`src/rtl/mem_bus_pkg.sv`:
```
// Shared types for the memory bus arbiter: owner and FSM encodings, starve counter width.
package mem_bus_pkg;

   localparam int STARVE_W = 4;

   typedef enum logic [1:0] {
      OWN_NONE,
      OWN_DBG,
      OWN_DBUS,
      OWN_IBUS
   } owner_e;

   typedef enum logic [1:0] {
      S_IDLE,
      S_ACCESS,
      S_RESP
   } state_e;

endpackage

```
`src/rtl/mem_bus_arbiter_if.sv`:
```
// Requester and memory-side signals of the shared SoC bus; the arbiter takes the slave view.
interface mem_bus_arbiter_if #(
   parameter int AW = 32,
   parameter int DW = 32
);
   logic            cpu_en;

   logic            dbg_mem_op;
   logic            dbg_rw;
   logic [AW-1:0]   dbg_adr;
   logic [DW-1:0]   dbg_do;
   logic            dbg_mem_rdy;
   logic [DW-1:0]   dbg_di;

   logic            dcmd_valid;
   logic            dcmd_wr;
   logic [DW/8-1:0] dcmd_mask;
   logic [AW-1:0]   dcmd_adr;
   logic [DW-1:0]   dcmd_data;
   logic            dcmd_ready;
   logic            drsp_valid;
   logic [DW-1:0]   drsp_data;

   logic            icmd_valid;
   logic [AW-1:0]   icmd_adr;
   logic            icmd_ready;
   logic            irsp_valid;
   logic [DW-1:0]   irsp_data;

   logic            mem_op;
   logic [AW-1:0]   mem_adr;
   logic [DW/8-1:0] mem_wren;
   logic [DW-1:0]   mem_di;
   logic [DW-1:0]   mem_do;

   modport slave (
      input  cpu_en,
      input  dbg_mem_op, dbg_rw, dbg_adr, dbg_do,
      output dbg_mem_rdy, dbg_di,
      input  dcmd_valid, dcmd_wr, dcmd_mask, dcmd_adr, dcmd_data,
      output dcmd_ready, drsp_valid, drsp_data,
      input  icmd_valid, icmd_adr,
      output icmd_ready, irsp_valid, irsp_data,
      output mem_op, mem_adr, mem_wren, mem_di,
      input  mem_do
   );

   modport master (
      output cpu_en,
      output dbg_mem_op, dbg_rw, dbg_adr, dbg_do,
      input  dbg_mem_rdy, dbg_di,
      output dcmd_valid, dcmd_wr, dcmd_mask, dcmd_adr, dcmd_data,
      input  dcmd_ready, drsp_valid, drsp_data,
      output icmd_valid, icmd_adr,
      input  icmd_ready, irsp_valid, irsp_data,
      input  mem_op, mem_adr, mem_wren, mem_di,
      output mem_do
   );

endinterface

```
`src/rtl/mem_bus_pick.sv`:
```
// Combinational owner picker: dbg > dbus > ibus, ibus jumps dbus once starved.
// Zero latency; candidates arrive already qualified by FSM state and cpu_en.
module mem_bus_pick
   import mem_bus_pkg::*;
(
   input  logic   dbg_i,
   input  logic   dbus_i,
   input  logic   ibus_i,
   input  logic   starve_i,
   output owner_e owner_o
);

   always_comb begin
      owner_o = OWN_NONE;
      if (dbg_i) begin
         owner_o = OWN_DBG;
      end else if (ibus_i && (starve_i || !dbus_i)) begin
         owner_o = OWN_IBUS;
      end else if (dbus_i) begin
         owner_o = OWN_DBUS;
      end
   end

endmodule

```
`src/rtl/mem_bus_arbiter.sv`:
```
// Three-way arbiter for the SoC memory bus: accept cycle N, bus access N+1, response pulse N+2.
// Accept pulses only in IDLE/RESP cycles, so at most one access every two cycles.
module mem_bus_arbiter
   import mem_bus_pkg::*;
#(
   parameter int AW                = 32,
   parameter int DW                = 32,
   parameter int IBUS_STARVE_LIMIT = 4
) (
   input  logic              clk,
   input  logic              n_reset,
   mem_bus_arbiter_if.slave  bus
);

   state_e              state_q, state_d;
   owner_e              owner_q, owner_d;
   logic [AW-1:0]       adr_q, adr_d;
   logic [DW-1:0]       di_q, di_d;
   logic [DW/8-1:0]     wren_q, wren_d;
   logic                rd_q, rd_d;
   logic [STARVE_W-1:0] starve_q, starve_d;

   logic   arb_en;
   logic   cand_dbg;
   logic   cand_dbus;
   logic   cand_ibus;
   logic   starve_hit;
   logic   acc;
   logic   rsp;
   owner_e win;

   assign arb_en     = n_reset && (state_q != S_ACCESS);
   // The debug request stays high through its own response cycle; it must not re-win there.
   assign cand_dbg   = arb_en && bus.dbg_mem_op && !(state_q == S_RESP && owner_q == OWN_DBG);
   assign cand_dbus  = arb_en && bus.cpu_en && bus.dcmd_valid;
   assign cand_ibus  = arb_en && bus.cpu_en && bus.icmd_valid;
   assign starve_hit = (starve_q == STARVE_W'(IBUS_STARVE_LIMIT));

   mem_bus_pick u_pick (
      .dbg_i    (cand_dbg),
      .dbus_i   (cand_dbus),
      .ibus_i   (cand_ibus),
      .starve_i (starve_hit),
      .owner_o  (win)
   );

   always_comb begin
      state_d  = state_q;
      owner_d  = owner_q;
      adr_d    = adr_q;
      di_d     = di_q;
      wren_d   = wren_q;
      rd_d     = rd_q;
      starve_d = starve_q;

      unique case (state_q)
         S_IDLE:   if (win != OWN_NONE) state_d = S_ACCESS;
         S_ACCESS: state_d = S_RESP;
         S_RESP:   state_d = (win != OWN_NONE) ? S_ACCESS : S_IDLE;
         default:  state_d = S_IDLE;
      endcase

      if (state_d == S_IDLE) owner_d = OWN_NONE;

      unique case (win)
         OWN_DBG: begin
            owner_d = OWN_DBG;
            adr_d   = bus.dbg_adr;
            di_d    = bus.dbg_do;
            wren_d  = bus.dbg_rw ? '0 : '1;
            rd_d    = bus.dbg_rw;
         end
         OWN_DBUS: begin
            owner_d = OWN_DBUS;
            adr_d   = bus.dcmd_adr;
            di_d    = bus.dcmd_data;
            wren_d  = bus.dcmd_wr ? bus.dcmd_mask : '0;
            rd_d    = !bus.dcmd_wr;
         end
         OWN_IBUS: begin
            owner_d = OWN_IBUS;
            adr_d   = bus.icmd_adr;
            di_d    = '0;
            wren_d  = '0;
            rd_d    = 1'b1;
         end
         default: ;
      endcase

      if (!bus.icmd_valid || win == OWN_IBUS) begin
         starve_d = '0;
      end else if (win == OWN_DBUS && bus.cpu_en && !starve_hit) begin
         starve_d = starve_q + 4'd1;
      end
   end

   always_ff @(posedge clk) begin
      if (!n_reset) begin
         state_q  <= S_IDLE;
         owner_q  <= OWN_NONE;
         adr_q    <= '0;
         di_q     <= '0;
         wren_q   <= '0;
         rd_q     <= 1'b0;
         starve_q <= '0;
      end else begin
         state_q  <= state_d;
         owner_q  <= owner_d;
         adr_q    <= adr_d;
         di_q     <= di_d;
         wren_q   <= wren_d;
         rd_q     <= rd_d;
         starve_q <= starve_d;
      end
   end

   assign acc = (state_q == S_ACCESS);
   assign rsp = (state_q == S_RESP);

   // Address and data are forced to zero off the access cycle to keep the OR-bus clean.
   assign bus.mem_op   = acc;
   assign bus.mem_adr  = acc ? adr_q  : '0;
   assign bus.mem_wren = acc ? wren_q : '0;
   assign bus.mem_di   = acc ? di_q   : '0;

   assign bus.dcmd_ready = (win == OWN_DBUS);
   assign bus.icmd_ready = (win == OWN_IBUS);

   assign bus.dbg_mem_rdy = rsp && (owner_q == OWN_DBG);
   assign bus.dbg_di      = bus.dbg_mem_rdy ? bus.mem_do : '0;
   assign bus.drsp_valid  = rsp && (owner_q == OWN_DBUS) && rd_q;
   assign bus.drsp_data   = bus.drsp_valid ? bus.mem_do : '0;
   assign bus.irsp_valid  = rsp && (owner_q == OWN_IBUS);
   assign bus.irsp_data   = bus.irsp_valid ? bus.mem_do : '0;

endmodule

```
`src/flat_wrapper.sv`:
```
// flat-port wrapper written by rule: the top's interface ports become plain ports
module mem_bus_arbiter_flat import mem_bus_pkg::*;
#(
   parameter int AW                = 32,
   parameter int DW                = 32,
   parameter int IBUS_STARVE_LIMIT = 4
)
  (clk, n_reset, bus_cpu_en, bus_dbg_mem_op, bus_dbg_rw, bus_dbg_adr, bus_dbg_do, bus_dbg_mem_rdy, bus_dbg_di, bus_dcmd_valid, bus_dcmd_wr, bus_dcmd_mask, bus_dcmd_adr, bus_dcmd_data, bus_dcmd_ready, bus_drsp_valid, bus_drsp_data, bus_icmd_valid, bus_icmd_adr, bus_icmd_ready, bus_irsp_valid, bus_irsp_data, bus_mem_op, bus_mem_adr, bus_mem_wren, bus_mem_di, bus_mem_do);
  mem_bus_arbiter_if #(.AW(AW), .DW(DW)) bus_i ();
  input  logic clk;
  input  logic n_reset;
  input wire logic [$bits(bus_i.cpu_en)-1:0] bus_cpu_en;
  input wire logic [$bits(bus_i.dbg_mem_op)-1:0] bus_dbg_mem_op;
  input wire logic [$bits(bus_i.dbg_rw)-1:0] bus_dbg_rw;
  input wire logic [$bits(bus_i.dbg_adr)-1:0] bus_dbg_adr;
  input wire logic [$bits(bus_i.dbg_do)-1:0] bus_dbg_do;
  output wire logic [$bits(bus_i.dbg_mem_rdy)-1:0] bus_dbg_mem_rdy;
  output wire logic [$bits(bus_i.dbg_di)-1:0] bus_dbg_di;
  input wire logic [$bits(bus_i.dcmd_valid)-1:0] bus_dcmd_valid;
  input wire logic [$bits(bus_i.dcmd_wr)-1:0] bus_dcmd_wr;
  input wire logic [$bits(bus_i.dcmd_mask)-1:0] bus_dcmd_mask;
  input wire logic [$bits(bus_i.dcmd_adr)-1:0] bus_dcmd_adr;
  input wire logic [$bits(bus_i.dcmd_data)-1:0] bus_dcmd_data;
  output wire logic [$bits(bus_i.dcmd_ready)-1:0] bus_dcmd_ready;
  output wire logic [$bits(bus_i.drsp_valid)-1:0] bus_drsp_valid;
  output wire logic [$bits(bus_i.drsp_data)-1:0] bus_drsp_data;
  input wire logic [$bits(bus_i.icmd_valid)-1:0] bus_icmd_valid;
  input wire logic [$bits(bus_i.icmd_adr)-1:0] bus_icmd_adr;
  output wire logic [$bits(bus_i.icmd_ready)-1:0] bus_icmd_ready;
  output wire logic [$bits(bus_i.irsp_valid)-1:0] bus_irsp_valid;
  output wire logic [$bits(bus_i.irsp_data)-1:0] bus_irsp_data;
  output wire logic [$bits(bus_i.mem_op)-1:0] bus_mem_op;
  output wire logic [$bits(bus_i.mem_adr)-1:0] bus_mem_adr;
  output wire logic [$bits(bus_i.mem_wren)-1:0] bus_mem_wren;
  output wire logic [$bits(bus_i.mem_di)-1:0] bus_mem_di;
  input wire logic [$bits(bus_i.mem_do)-1:0] bus_mem_do;
  assign bus_i.cpu_en = bus_cpu_en;
  assign bus_i.dbg_mem_op = bus_dbg_mem_op;
  assign bus_i.dbg_rw = bus_dbg_rw;
  assign bus_i.dbg_adr = bus_dbg_adr;
  assign bus_i.dbg_do = bus_dbg_do;
  assign bus_dbg_mem_rdy = bus_i.dbg_mem_rdy;
  assign bus_dbg_di = bus_i.dbg_di;
  assign bus_i.dcmd_valid = bus_dcmd_valid;
  assign bus_i.dcmd_wr = bus_dcmd_wr;
  assign bus_i.dcmd_mask = bus_dcmd_mask;
  assign bus_i.dcmd_adr = bus_dcmd_adr;
  assign bus_i.dcmd_data = bus_dcmd_data;
  assign bus_dcmd_ready = bus_i.dcmd_ready;
  assign bus_drsp_valid = bus_i.drsp_valid;
  assign bus_drsp_data = bus_i.drsp_data;
  assign bus_i.icmd_valid = bus_icmd_valid;
  assign bus_i.icmd_adr = bus_icmd_adr;
  assign bus_icmd_ready = bus_i.icmd_ready;
  assign bus_irsp_valid = bus_i.irsp_valid;
  assign bus_irsp_data = bus_i.irsp_data;
  assign bus_mem_op = bus_i.mem_op;
  assign bus_mem_adr = bus_i.mem_adr;
  assign bus_mem_wren = bus_i.mem_wren;
  assign bus_mem_di = bus_i.mem_di;
  assign bus_i.mem_do = bus_mem_do;
  mem_bus_arbiter #(.AW(AW), .DW(DW), .IBUS_STARVE_LIMIT(IBUS_STARVE_LIMIT)) u_core (.clk(clk), .n_reset(n_reset), .bus(bus_i));
endmodule
```
`config.mk`:
```
export PLATFORM = sky130hd
export DESIGN_NAME = mem_bus_arbiter_flat
export DESIGN_NICKNAME = d
export VERILOG_FILES = /design/src/rtl/mem_bus_pkg.sv /design/src/rtl/mem_bus_arbiter_if.sv /design/src/rtl/mem_bus_pick.sv /design/src/rtl/mem_bus_arbiter.sv /design/src/flat_wrapper.sv
export SDC_FILE = /design/constraint.sdc
export NUM_CORES = 1
export LEC_CHECK = 0
export BUFFER_PORTS_ARGS = -buffer_cell sky130_fd_sc_hd__buf_2
export CORE_AREA = 2 2 145 147
export CTS_CLUSTER_DIAMETER = 200
export DETAILED_ROUTE_END_ITERATION = 10
export DIE_AREA = 0 0 147 149
export SYNTH_ARGS = -nofsm -noshare
export SYNTH_HDL_FRONTEND = slang
export SYNTH_SLANG_ARGS = --single-unit
```
`constraint.sdc`:
```
create_clock -name clk -period 2 [get_ports clk]
set_input_delay 0.4 -clock clk [delete_from_list [all_inputs] [get_ports clk]]
set_output_delay 0.4 -clock clk [all_outputs]
set_load 0.03 [all_outputs]
```
==> impl_metrics.toml, run 1 <==
[status]
status = "complete, but fails checks"
failed_checks = "negative setup slack"

[setup_path]
r2r_slack_ps = 70
end_kind = "primary output"
cp.depth = 5
start_kind = "flop"
cp_cell_sequence = "nor2b_4 -> and4b_4 -> clkbuf_16 -> and2_1 -> buf_6"
critPathSlowestCell = "and4b_4"
max_stage_delay_ps = 350
worst-path-buf-inv = 2
reg2reg_depth = 8
path_max_fanout = 16
worstPathRequired_ps = 1600
r2r_start = "u_core.state_q[1]"
path_class = "reg2out"
critPathTopFamily = "simple AND/OR/NAND/NOR gates"
r2r-end = "u_core.di_q[1]"
crit_arrival_ps = 1670

[place]
io_buffers = 373
gp_congestion = 0.8732
dp_hpwl_um = 16310
dp.cells = 1289

[route]
drc = 0
wl_um = 23690
wl_met2_um = 11920
viasPerCell = 4.863
wl_met1_um = 9296
dr_wl_met3_um = 1717
drt-wirelength-per-cell_um = 17.92
highest_layer = "met5"
first_pass_iters = 5
vias = 6429
first_iter_violations = 444
postRouteAntennaNets = 0

[timing]
tightest_slew_ps = 545.0
max_freq_mhz = 482.4
final.setup.worst_slack_ps = -72.80
rsz0062_at_grt = "true"
finalSetupViolCount = 37
min_period_ps = 2073
timing.final.crit_share_pct = 103.6
drv_slew = 0
slew_headroom_pct = 63.67
tns_ps = -1167
final_hold_viol_count = 0
finClkSkew_ps = 13.67

[floorplan]
start_util_pct = 23.71
die_h_um = 149
fp.dieW_um = 147
placementRows = 53
pin_count = 374
die_area_um2 = 21900
core-area_um2 = 20560

[yosys]
synth.top_cell.area_share_pct = 31.62
synth_xor_area_share_pct = 0.5390
synth_top_cell_by_area = "dfxtp_1"
synth_mux_area_share_pct = 0.2053
synth_area_leaders = "dfxtp_1 32%, and2_1 21%, nand2_1 7.5%"
synth_common_cells = "165 x and2_1, 98 x nand2_1, 77 x dfxtp_1, 58 x o21ai_0, 48 x a21oi_1"
syn_inst = 670
syn_nets = 876
synthFlopType = "dfxtp_1"
yosys_warnings = 0
synthDistinctLibCells = 37
synth_area_per_cell_um2 = 7.276
synth.most_common_cell = "and2_1"
ys_seq_area_share_pct = 31.62
synth_fa_ha_area_share_pct = 0.5133
syn_area_um2 = 4875
synth_top_family_by_area = "simple AND/OR/NAND/NOR gates"
synth-simple-area-share_pct = 35.50
ys_async_sr_fraction_pct = 0
synth_compound_area_share_pct = 25.85
synth_seq_cells = 77
synth_edf_count = 0

[finish]
area_growth_pct = 73.38
fin_nets = 1247
drive_gt1_share_pct = 46.18
layout.cells.non_filler = 1322

[power_and_ir_drop]
total_power_mw = 4.914
swShare_pct = 29.86
power.share.sequential_pct = 36.0
clockPowerShare_pct = 39.1
switchingPower_mw = 1.467
combPwrFrac_pct = 25.0
internal-power_mw = 3.446
power.density_nw_per_um2 = 581.4
vdd_drop_max_v = 0.0003679
p_leak_nw = 4.007

[clock_tree]
hold_buffers = 0
cts_inserted_buffers = 9
path_clk_slew_ps = 70
cts_buffer_depth = 2
cts_tree = "done"
cts_root_buf = "clkbuf_16"
htreeDepth = 3
clock_latency_ps = 350
cts.sinks = 77

[global_route]
grtUsageTotal_pct = 18.56
grt_pass1_vias = 5619
grt_max_degree = 66
grt_antenna_before_repair = 4
grt_pass1_wl_um = 32060
grt_overflow = 0

[worst_hold_path]
min_to = "u_core.adr_q[18]"
min_path_cells = 3
hp-start = "bus_icmd_adr[18]"
hold_path.class = "in2reg"

[job]
cap_violations = 0
## sequential cells by signal (all words and copies together), names as in the netlist
signal	flops
u_core.adr_q	32
u_core.owner_q	2
u_core.rd_q	1
u_core.di_q	32
u_core.state_q	2
u_core.starve_q	4
u_core.wren_q	4
## worst register-to-register path, stage by stage (launching register included)
cell,delay (ps)
dfxtp_2,340
buf_4,110
nand4bb_4,140
buf_4,190
a2111oi_4,340
buf_6,190
clkbuf_16,190
nand2_1,70
a311oi_1,250
## cells in the final DEF (no fill, tap or decap), types with 18 or more instances in the layout
cell / netlist / layout
and2_1: 165 / 144
clkbuf_16: 0 / 18
and3_1: 19 / 18
nand2_1: 98 / 98
buf_2: 17 / 243
o21ai_0: 58 / 58
nand3_1: 18 / 18
buf_4: 0 / 42
a21oi_1: 48 / 47
clkbuf_4: 0 / 82
and2_4: 0 / 21
a311oi_1: 32 / 28
dfxtp_1: 77 / 73
a31oi_1: 28 / 28
buf_6: 0 / 37
## power by group through the flow
stage	Combinational, mW	Sequential, mW	Clock (mW)
after floorplan	0.608	1.77	0
after global placement	1.07	1.79	0
after detailed placement	1.08	1.80	0
after CTS	1.11	1.76	1.96
after global routing	1.32	1.78	2.02
final	1.23	1.77	1.92
## timing repair
action / 4_1_cts / 5_1_grt
endpoints found under the setup margin: 169 / 203
cloned: 0 / 9
resized for setup: 71 / 150
hold endpoints to repair: 0 / 0
buffers inserted: 2 / 5
pin swaps: 5 / 19
## worst max-delay path by stage
stage	slack, ps	to	start
CTS	-50	bus_dcmd_ready	u_core.owner_q[1]
finish	-70	bus_drsp_data[11]	u_core.state_q[1]
detailed placement	10	u_core.adr_q[11]	u_core.starve_q[0]
global placement	60	bus_icmd_ready	u_core.state_q[1]
global route	-130	bus_drsp_data[11]	u_core.state_q[1]
floorplan	3	bus_mem_adr[22]	u_core.state_q[1]
## routing by layer
layer	vias to the layer above	GRT usage, %
met2	322	31.53
li1	3080	-
met1	2974	22.97
met5	-	0
met4	2	7.067
met3	51	4.281
## stage by stage
stage               cell area, um2  utilization [%]  setup WS [ps]  hold slack [ps]
global placement              7201            35.03          62.69            440.4
finish                        8452            41.11         -72.80            241.7
global route                  8452            41.11         -133.3            242.0
floorplan                     4875                -          3.165            426.8
detailed placement            7201            35.03          10.51            443.9
CTS                           7754            37.72         -45.91            228.5
## kinds of logic after synthesis
kind of cell,after synthesis
DFF,77
xor gates and xnor gates,3
adders and majority gates,2
muxes,1
AOI/OAI and AO/OA,200
buffers and inverters,69
and+or+nand+nor,318
## final cells by class
cell class	count	area [um2]
timing repair buffer	423	2984
tap	275	344.1
antenna	1	2.502
fill	2097	12110
sequential	77	1546
clock buffer	10	229.0
multi-input combinational	524	3204
clock inverter	6	111.4
inverter	6	30.03
(Power assumes the default switching activity.)
==> run 2, diff against run 1 <==
- CORE_AREA: 2 2 145 147 -> 10 10 135 137
- CTS_BUF_LIST: unset -> sky130_fd_sc_hd__clkbuf_8
- DIE_AREA: 0 0 147 149 -> 0 0 145 147
- PLACE_DENSITY: unset -> 0.68
- SETUP_SLACK_MARGIN: unset -> 0.02
==> impl_metrics.toml, run 2 (same netlist as run 1, synthesis figures left out) <==
[status]
status = "complete, but fails checks"
failed_checks = "negative setup slack"

[finish]
layout.cells.non_filler = 1299
largestRegisters = "u_core.adr_q (32), u_core.di_q (32)"
fin_nets = 1281
area_growth_pct = 91.56
layout_commonest_cell = "buf_2"
drive_gt1_share_pct = 55.93
fillers = 1386
final_cell_mix = "210 x buf_2, 108 x buf_6, 98 x nand2_1"
post-route-util_pct = 59.87
stdcell_area_um2 = 9338

[floorplan]
die_area_um2 = 21320
start_util_pct = 31.25
core-area_um2 = 15600
pin_count = 374
placementRows = 46
die_h_um = 147
fp.dieW_um = 145

[clock_tree]
clock_latency_ps = 380
htreeDepth = 3
cts.sinks = 77
cts_tree = "done"
cts_inserted_buffers = 9
cts_buffer_depth = 2
cts_root_buf = "clkbuf_8"
path_clk_slew_ps = 80
hold_buffers = 0

[place]
io_buffers = 373
gp_congestion = 0.8706
dp.cells = 1229
dpl-instance-area_um2 = 7157
dp_hpwl_um = 18000

[route]
drt-wirelength-per-cell_um = 22.67
postRouteAntennaNets = 0
first_iter_violations = 480
vias = 6870
viasPerCell = 5.289
wl_um = 29450
drc = 0
first_pass_iters = 5

[setup_path]
r2r_start = "u_core.state_q[0]"
cp-startpoint = "u_core.state_q[0]"
r2r-end = "u_core.di_q[27]"
worstPathRequired_ps = 2280
path_max_fanout = 8
reg2reg_depth = 8
start_kind = "flop"
end_kind = "flop"
path_class = "reg2reg"
critPathCapture = "u_core.di_q[27]"
crit_arrival_ps = 2420
r2r_slack_ps = -140

[job]
cap_violations = 0

[power_and_ir_drop]
vdd_drop_max_v = 0.0005453
total_power_mw = 4.269
power.density_nw_per_um2 = 457.2
p_leak_nw = 4.383

[global_route]
grt_pass1_vias = 6396
grt_max_degree = 66
grt_overflow = 0
grt_antenna_before_repair = 3
grtUsageTotal_pct = 21.94
grt_pass1_wl_um = 38030

[timing]
drv_slew = 0
tightest_slew_ps = 501.8
min_period_ps = 2136
final.setup.worst_slack_ps = -136.1
finalSetupViolCount = 132
slew_headroom_pct = 66.55
final_hold_viol_count = 0
tns_ps = -9950
finClkSkew_ps = 16.44
max_freq_mhz = 468.1
timing.final.crit_share_pct = 106.8
rsz0062_at_grt = "true"

[worst_hold_path]
hold_path.class = "in2reg"
run 2: cell count changes in the layout (fill, tap and decap cells not counted), moves of 7 or more:
cell,delta
buf_2,-33
buf_4,+45
clkbuf_4,-68
and2_4,+76
buf_6,+71
a311oi_2,+7
a311oi_1,-7
and2_1,-76
buf_12,+7
clkbuf_8,+10
run 2: report_power, final:
group,total [mW],switching [mW],internal (mW)
combinational,1.38,0.765,0.612
clock,1.12,0.638,0.480
sequential,1.77,0.0818,1.69
total,4.27,1.49,2.78
run 2: stage by stage:
| step | worst slack, ps | hold slack [ps] |
|---|---|---|
| after detailed placement | 3.644 | 447.0 |
| after global routing | -178.9 | 226.4 |
| after global placement | 93.23 | 438.8 |
| after CTS | -94.53 | 203.4 |
| final | -136.1 | 217.3 |
| after floorplan | 44.92 | 426.8 |
run 2: layout make-up:
type / count / area [um2] / share of cell area (%)
repair buffers: 456 / 3849 / 41.22
clock buffers: 10 / 137.6 / 1.474
inverters: 6 / 35.03 / 0.3752
multi-input cells: 525 / 3446 / 36.90
clock inverters: 6 / 36.28 / 0.3886
diodes: 3 / 7.507 / 0.08040
well taps: 216 / 270.3 / 2.894
flip-flops and latches: 77 / 1556 / 16.67
run 2: how the worst min path moves through the flow:
| stage | from | end | slack [ps] | cells past startpoint |
|---|---|---|---|---|
| 6_report | bus_icmd_adr[20] | u_core.adr_q[20] | 220 | 3 |
| 5_1_grt | bus_icmd_adr[15] | u_core.adr_q[15] | 230 | 3 |
| 4_1_cts | bus_icmd_adr[20] | u_core.adr_q[20] | 200 | 3 |
| 3_5_place_dp | u_core.wren_q[1] | u_core.wren_q[1] | 450 | 2 |
| 3_3_place_gp | u_core.wren_q[1] | u_core.wren_q[1] | 440 | 2 |
| 2_1_floorplan | u_core.state_q[0] | u_core.state_q[0] | 430 | 1 |
run 2: layer usage:
metal / track usage (%) / wire, um / vias up
li1: - / - / 3159
met3: 6.818 / 2815 / 60
met4: 5.465 / 682 / 0
met2: 36.62 / 14400 / 416
met5: 0 / 0 / -
met1: 26.85 / 11550 / 3235
run 2: timing repair:
action                                  in CTS  in global routing
pin swaps                                   22                 56
resized for setup                          211                212
cloned                                       5                 19
buffers inserted                            11                 18
endpoints found under the setup margin     191                228
run 2: critical path, cell delays in order (launching register included):
cell and delay (ps):
dfxtp_4 370, nand4bb_4 260, buf_4 170, buf_4 140, a2111oi_4 370, buf_6 210
clkbuf_16 170, nand2_1 70, a311oi_1 260
==> run 3, diff against run 2 <==
- PLACE_DENSITY: 0.68 -> 0.65
==> impl_metrics.toml, run 3 (same netlist as run 1, synthesis figures left out) <==
[status]
status = "complete, but fails checks"
failed_checks = "negative setup slack"

[global_route]
grt_pass1_vias = 6132
grtUsageTotal_pct = 20.84
grt_max_degree = 66
grt_overflow = 0
grt_pass1_wl_um = 36170
grt_antenna_before_repair = 5

[place]
dpl-instance-area_um2 = 7157
dp.cells = 1229
dp_worst_setup_slack_ps = 91.44
io_buffers = 373
dp_hpwl_um = 18040
gp_congestion = 0.8770

[route]
first_pass_iters = 5
first_iter_violations = 366
drc = 0
wl_um = 26630
vias = 6489
viasPerCell = 5.138
postRouteAntennaNets = 0
drt-wirelength-per-cell_um = 21.08

[timing]
whs_ps = 243.4
tightest_slew_ps = 547.8
max_freq_mhz = 482.3
drv_slew = 0
final.setup.worst_slack_ps = -73.54
finClkSkew_ps = 13.67
finalSetupViolCount = 47
timing.final.crit_share_pct = 103.7
final_hold_viol_count = 0
tns_ps = -824.9
slew_headroom_pct = 63.48
min_period_ps = 2074
rsz0062_at_grt = "true"

[floorplan]
die_h_um = 147
core-area_um2 = 15600
fp.dieW_um = 145
placementRows = 46
start_util_pct = 31.25
pin_count = 374
die_area_um2 = 21320

[setup_path]
crit_arrival_ps = 1670
cp_cell_sequence = "nand2b_4 -> inv_8 -> a211oi_2 -> buf_4 -> o211a_4 -> buf_6"
path_max_fanout = 8
critPathSlowestCell = "dfxtp_4"
end_kind = "primary output"
start_kind = "flop"
reg2reg_depth = 9
max_stage_delay_ps = 370
worstPathRequired_ps = 1600
path_class = "reg2out"

[finish]
post-route-util_pct = 53.78
drive_gt1_share_pct = 47.22
largestRegisters = "u_core.adr_q (32), u_core.di_q (32)"
layout_commonest_cell = "buf_2"
stdcell_area_um2 = 8388
area_growth_pct = 72.07
final_cell_mix = "256 x buf_2, 128 x and2_1, 98 x nand2_1"
regArea_um2 = 1550
layout.cells.non_filler = 1263
fillers = 1464
multiInputGateArea_um2 = 3218
fin_nets = 1246

[worst_hold_path]
hold_path.class = "in2reg"
min_path_cells = 3

[power_and_ir_drop]
total_power_mw = 4.207
p_leak_nw = 4.038
vdd_drop_max_v = 0.0003892
power.density_nw_per_um2 = 501.5

[job]
cap_violations = 0

[clock_tree]
cts_tree = "done"
cts.sinks = 77
clock_latency_ps = 360
htreeDepth = 3
cts_buffer_depth = 2
cts_root_buf = "clkbuf_8"
path_clk_slew_ps = 80
cts_inserted_buffers = 9
run 3: cell types whose count changed in the layout (fill, tap and decap cells not counted), moves of 3 or more:
cell	change
a311oi_1	+9
buf_2	+46
buf_6	-39
a311oi_2	-9
buf_16	-3
clkbuf_16	-6
and2_1	+60
buf_12	-3
and2_4	-61
buf_4	-27
dfxtp_1	+3
run 3: power by group:
group          internal [mW]  switching, mW  leakage [nW]
clock                  0.598          0.604         0.103
sequential              1.69         0.0769         0.640
combinational          0.528          0.708          3.29
total                   2.82           1.39          4.04
run 3: area by class of cell:
cell class | instances | area share [%]
diodes | 3 | 0.08950
clock buffers | 10 | 1.641
clock inverters | 5 | 0.6265
inverters | 6 | 0.3580
multi-input cells | 524 | 38.37
flip-flops and latches | 77 | 18.48
well taps | 216 | 3.222
repair buffers | 422 | 37.22
run 3: critical path, delay by kind of cell, from the launching register on:
| kind | cells | cell delay [ps] |
|---|---|---|
| AO/OA/AOI/OAI | 2 | 410 |
| flip-flops | 1 | 370 |
| buffers and inverters | 3 | 360 |
| AND/OR/NAND/NOR | 1 | 170 |
run 3: path summary, 6_finish.rpt:
check	start	to	slack, ps
max	u_core.state_q[1]	bus_dcmd_ready	-70
min	bus_icmd_adr[22]	u_core.adr_q[22]	240
max reg2reg	u_core.state_q[1]	u_core.di_q[25]	90
min reg2reg	u_core.wren_q[1]	u_core.wren_q[1]	460
run 3: what timing repair did:
action                                  in CTS  in global routing
resized for setup                          147                105
setup buffers                                2                  3
pin swaps                                    2                 37
hold buffers                                 0                  0
endpoints found under the setup margin     168                162
gates cloned                                 0                 11
run 3: metal layers:
metal,global-route usage (%),routed length (um),share of wire (%)
met4,7.559,748,2.8
met3,7.187,2387,9.0
met1,26.05,10930,41
met2,32.46,12540,47
met5,0,13,0.049
